## src/rtl/cdma_despreader.sv

```systemverilog
// rtl/cdma_despreader.sv - integrate-and-dump CDMA despreader with local PN regeneration
module cdma_despreader #(
    parameter int         SPREAD_LEN = 8,
    parameter int         ACC_W      = 16,
    parameter logic [5:0] PN_SEED    = 6'b101010
) (
    input  logic             clk,
    input  logic             rst,
    input  logic [7:0]       sample_in,
    input  logic             sample_valid,
    input  logic             sync,
    input  logic [5:0]       user_code,
    output logic             bit_out,
    output logic             bit_valid,
    output logic [ACC_W-1:0] corr_out,
    output logic             locked
);

    localparam logic [0:0] IDLE  = 1'b0;
    localparam logic [0:0] ACCUM = 1'b1;
    localparam logic [5:0] LAST_CHIP = 6'(SPREAD_LEN - 1);

    function automatic logic [5:0] pn_next(input logic [5:0] p);
        return {p[4:0], p[5] ^ p[4]};
    endfunction

    logic [0:0]       state;
    logic [5:0]       pn;
    logic [5:0]       code_q;
    logic [5:0]       chip_cnt;
    logic [ACC_W-1:0] acc;

    logic             chip;
    logic [ACC_W-1:0] sample_ext;
    logic [ACC_W-1:0] product;
    logic [ACC_W-1:0] total;

    // On the sync sample the latched code and PN are not yet valid, so use the bypass values.
    always_comb begin
        sample_ext = {{(ACC_W-8){sample_in[7]}}, sample_in};
        chip       = sync ? ^(PN_SEED & user_code) : ^(pn & code_q);
        product    = chip ? (ACC_W'(0) - sample_ext) : sample_ext;
        total      = acc + product;
    end

    always_ff @(posedge clk or negedge rst) begin
        if (!rst) begin
            state     <= IDLE;
            pn        <= PN_SEED;
            code_q    <= 6'd0;
            chip_cnt  <= 6'd0;
            acc       <= '0;
            bit_out   <= 1'b0;
            bit_valid <= 1'b0;
            corr_out  <= '0;
            locked    <= 1'b0;
        end else begin
            bit_valid <= 1'b0;
            if (sample_valid) begin
                if (sync) begin
                    code_q   <= user_code;
                    pn       <= pn_next(PN_SEED);
                    acc      <= product;
                    chip_cnt <= 6'd1;
                    locked   <= 1'b1;
                    state    <= ACCUM;
                end else if (state == ACCUM) begin
                    pn <= pn_next(pn);
                    if (chip_cnt == LAST_CHIP) begin
                        corr_out  <= total;
                        bit_out   <= !total[ACC_W-1] && (total != '0);
                        bit_valid <= 1'b1;
                        acc       <= '0;
                        chip_cnt  <= 6'd0;
                    end else begin
                        acc      <= total;
                        chip_cnt <= chip_cnt + 6'd1;
                    end
                end
            end
        end
    end

endmodule

```

## config.mk

```make
export PLATFORM = sky130hd
export DESIGN_NAME = cdma_despreader
export DESIGN_NICKNAME = d
export VERILOG_FILES = /design/src/rtl/cdma_despreader.sv
export SDC_FILE = /design/constraint.sdc
export NUM_CORES = 1
export LEC_CHECK = 0
export CAP_MARGIN = 20
export CORE_MARGIN = 4
export CORE_UTILIZATION = 40
export CTS_CLUSTER_SIZE = 20
export DETAILED_ROUTE_END_ITERATION = 7
export GPL_ROUTABILITY_DRIVEN = 0
export PLACE_DENSITY = 0.67
export SLEW_MARGIN = 5
export SYNTH_ARGS = -nofsm -noshare
export SYNTH_HDL_FRONTEND = slang
export SYNTH_SLANG_ARGS = --single-unit
```

## constraint.sdc

```tcl
create_clock -name clk -period 11.4 [get_ports clk]
set_clock_uncertainty 0.15 [all_clocks]
set_input_delay 1.71 -clock clk [delete_from_list [all_inputs] [get_ports clk]]
set_output_delay 1.71 -clock clk [all_outputs]
set_load 0.02 [all_outputs]
```

==> summary.md <==
| Metric | Value |
|---|---|
| Met1 GRT Util | `21.9%` |
| Synth Area per Inst | `9.18 sq um` |
| Final Non-Filler Cells | `505` |
| Register area share after synthesis | `between 30% and 40%` |
| Post_cts resized | `0` |
| Setup WS pre-CTS | `between 5000 and 6000 ps` |
| Setup crit start kind | `input port` |
| Syn nets | `406` |
| DRC viols | `0` |
| Cell Pwr Density | `257 nW/um^2` |
| Max-cap viol count | `0` |
| Final number of hold-violating endpoints | `0` |
| Min Tclk post-route | `5640 ps` |
| Most common cell in the netlist | `dfrtp_1` |
| CTS Buf Count | `5` |
| Largest net degree at the start of global routing | `54` |
| Die area | `9980 sq um` |
| Comb power frac | `around 62%` |
| Ant diodes | `0` |
| Synth area leaders | `dfrtp_1, ha_1, nor2_1` |
| Max Buffers Root-to-Sink | `2` |
| Setup TNS Final | `0 ps` |
| Total grt overflow | `0` |
| DRT Pass-1 Iters | `4` |
| Final setup viols | `0` |
| Sequential cell area | `1330 sq um` |
| Async set or reset register ratio after synthesis | `100%` |
| Least-Margin Pin Slew | `837 ps` |
| Worst Hold Class | `reg2reg` |
| Outcome | `completed` |
| P_int | `roughly 0.00055 W` |
| TritonCTS clock tree | `built` |
| Main synth FF type | `dfrtp_1` |
| Reg power frac | `27.3%` |
| Max Clk Rate | `177 MHz` |
| Met2 Usage GRT | `between 20% and 30%` |
| RSZ-0062 raised after global routing | `no` |
| Clk pin slew, worst setup/hold paths | `100 ps` |
| Slew headroom | `roughly 44%` |
| Die width | `99.9 um` |
| Crit path DAT | `5700 ps` |
| Final WL | `around 7800 um` |
| Yosys top cell by area | `dfrtp_1` |
| Syn Inst Count | `368` |
| Hold-fix buffers at CTS | `0` |
| Multi-input gate area | `1930 sq um` |
| Number of antenna violations at the first check in global routing | `0` |
| Switch share | `45.7%` |
| Initial Utilization | `41.1%` |
| CP required | `11,460 ps` |
| Maximum vdd drop | `approximately 0.08 mV` |
| Routing usage on met3 | `around 2.4%` |
| CP Max Fanout | `9` |
| Postcts setup bufs | `0` |
| Area Growth Syn to Fin | `15.7%` |
| Final critical-path share of the clock period | `between 40% and 50%` |
| Clock power frac | `between 10% and 20%` |
| CTS root buf | `clkbuf_8` |
| EDFF count, synth | `0` |
| Post-placement cell count | `497` |
| # rows | `33` |
| FF+latch count, synth | `53` |
| Synth top area share | `a little under two fifths` |
| Final WS setup | `5760 ps` |
| Netlist cell types | `66` |
| Port Buf Inserts | `36` |
| Vias in the first global route | `2,785` |
| Net Switching | `~0.00046 W` |
| Gr busiest metal | `met2` |
| WL/cell | `15.4 um` |
| CP Capture Type | `flip-flop` |
| 1st-iter DRT viols | `130` |
| Max-slew violations | `0` |
| Critical path type | `in2reg` |
| Yosys warnings | `0` |
| Core ar. | `8220 sq um` |
| IO Count | `37` |
| Htree depth | `2` |
| Share of layout cells above drive strength 1 | `10.5%` |
| Worst-Skew Late Latency | `310 ps` |
| Die span in y | `99.9 um` |
| Mapped Area | `3380 sq um` |
| Vias | `2,791` |
| Lkg Pwr | `1.65 nW` |
| DR vias/cell | `5.53` |
| Global-route wire length before repair | `13,400 um` |
| Commonest cells in the netlist | `dfrtp_1, nor2_1, nand2_1, a21oi_1, o21ai_0` |
| Fillers | `between 700 and 800` |
| Final nets | `437` |
| Post-DP HPWL | `between 5000 and 6000 um` |
| Gr usage total | `16.5%` |
| Routed Antenna Nets | `0` |
| CTS Sinks | `53` |
==> layer usage <==
metal,up-vias,share of wire [%]
met5,-,0
met4,0,0.95
met3,9,3.3
met2,64,50
met1,1347,45
li1,1371,-
==> worst max-delay path, stage by stage <==
cell	delay [ps]
clkdlybuf4s50_1	490
xor2_1	180
xnor2_1	120
nand2_1	80
o21a_1	350
nor2b_1	210
xor2_1	270
ha_1	320
a21oi_2	210
nand2_1	130
xnor2_1	240
nor3b_1	300
nand4b_1	180
nor4_1	240
or4b_1	460
o221a_1	220
==> state kept, by name, summed over array words and instances (netlist names) <==
signal	flops
acc	16
bit_out	1
state	1
bit_valid	1
code_q	6
corr_out	16
pn	6
chip_cnt	6
==> stage by stage <==
step	utilization, %	area [sq um]	total power [W]	hold WS (ps)
6_report	47.6	3910	0.00100	336
2_1_floorplan	-	3380	0.000739	329
3_5_place_dp	46.4	3820	0.000897	320
4_1_cts	47.6	3910	0.00101	346
3_3_place_gp	46.4	3820	0.000880	316
5_1_grt	47.6	3910	0.00109	356
==> cell usage in the layout, fill, tap and decap left out, types with 2 or more instances in the layout <==
master	synthesis	layout
a21oi_1	26	26
a221oi_1	2	2
a22o_1	2	2
a2bb2oi_1	2	2
a31oi_1	7	7
buf_4	0	2
clkbuf_8	0	5
clkdlybuf4s50_1	0	35
clkinv_4	0	2
dfrtp_1	50	50
dfstp_2	3	3
ha_1	19	19
inv_1	14	14
mux2_2	14	14
nand2_1	43	43
nand2b_1	5	5
nand3_1	7	7
nand3b_1	2	2
nand4_1	2	2
nor2_1	44	44
nor2b_1	5	5
nor3_1	8	8
nor4_1	3	3
o21a_1	3	3
o21ai_0	21	21
o21ai_1	5	5
o22a_1	4	4
o22ai_1	4	4
o31ai_1	2	2
or2_2	2	2
or4_1	2	2
xnor2_1	13	13
xor2_1	7	7
==> area by class of cell <==
class / count / area share (%)
Clock buffer: 5 / 1.76
Clock inverter: 3 / 0.576
Inverter: 15 / 1.44
Multi-Input combinational cell: 286 / 49.3
Sequential cell: 53 / 34.0
Tap cell: 105 / 3.36
Timing Repair Buffer: 38 / 9.48
==> cells by family (layout without fill, tap and decap cells) <==
logic type	count (synthesis)	after routing	share of synthesized area [%]
AO/OA/AOI/OAI	94	94	18.6
multiplexers	16	16	5.63
flip-flops	53	53	39.4
adder cells (fa/ha/maj)	20	20	7.63
buffers and inverters	29	61	3.52
AND/OR/NAND/NOR	134	134	18.9
XOR/XNOR	22	22	6.34
==> power groups by stage <==
stage          Sequential [W]  Combinational [W]  Clock, W
6_report             0.000274           0.000620  0.000110
5_1_grt              0.000281           0.000687  0.000122
4_1_cts              0.000275           0.000621  0.000115
3_5_place_dp         0.000278           0.000618         0
3_3_place_gp         0.000277           0.000603         0
2_1_floorplan        0.000292           0.000446         0
==> path summary, 6_finish.rpt <==
path / from / to / slack, ps / cells after the start
worst max-delay path: user_code[5] / bit_out / 5760 / 16
worst min-delay path: corr_out[10] / corr_out[10] / 340 / 2
worst max register to register: pn[5] / bit_out / 6910 / 15
worst min register to register: corr_out[10] / corr_out[10] / 340 / 2
max in group asynchronous: rst / acc[2] / 9260 / 2
min in group asynchronous: rst / corr_out[14] / 1370 / 2
Note: power is estimated with default switching activity, not from simulation.
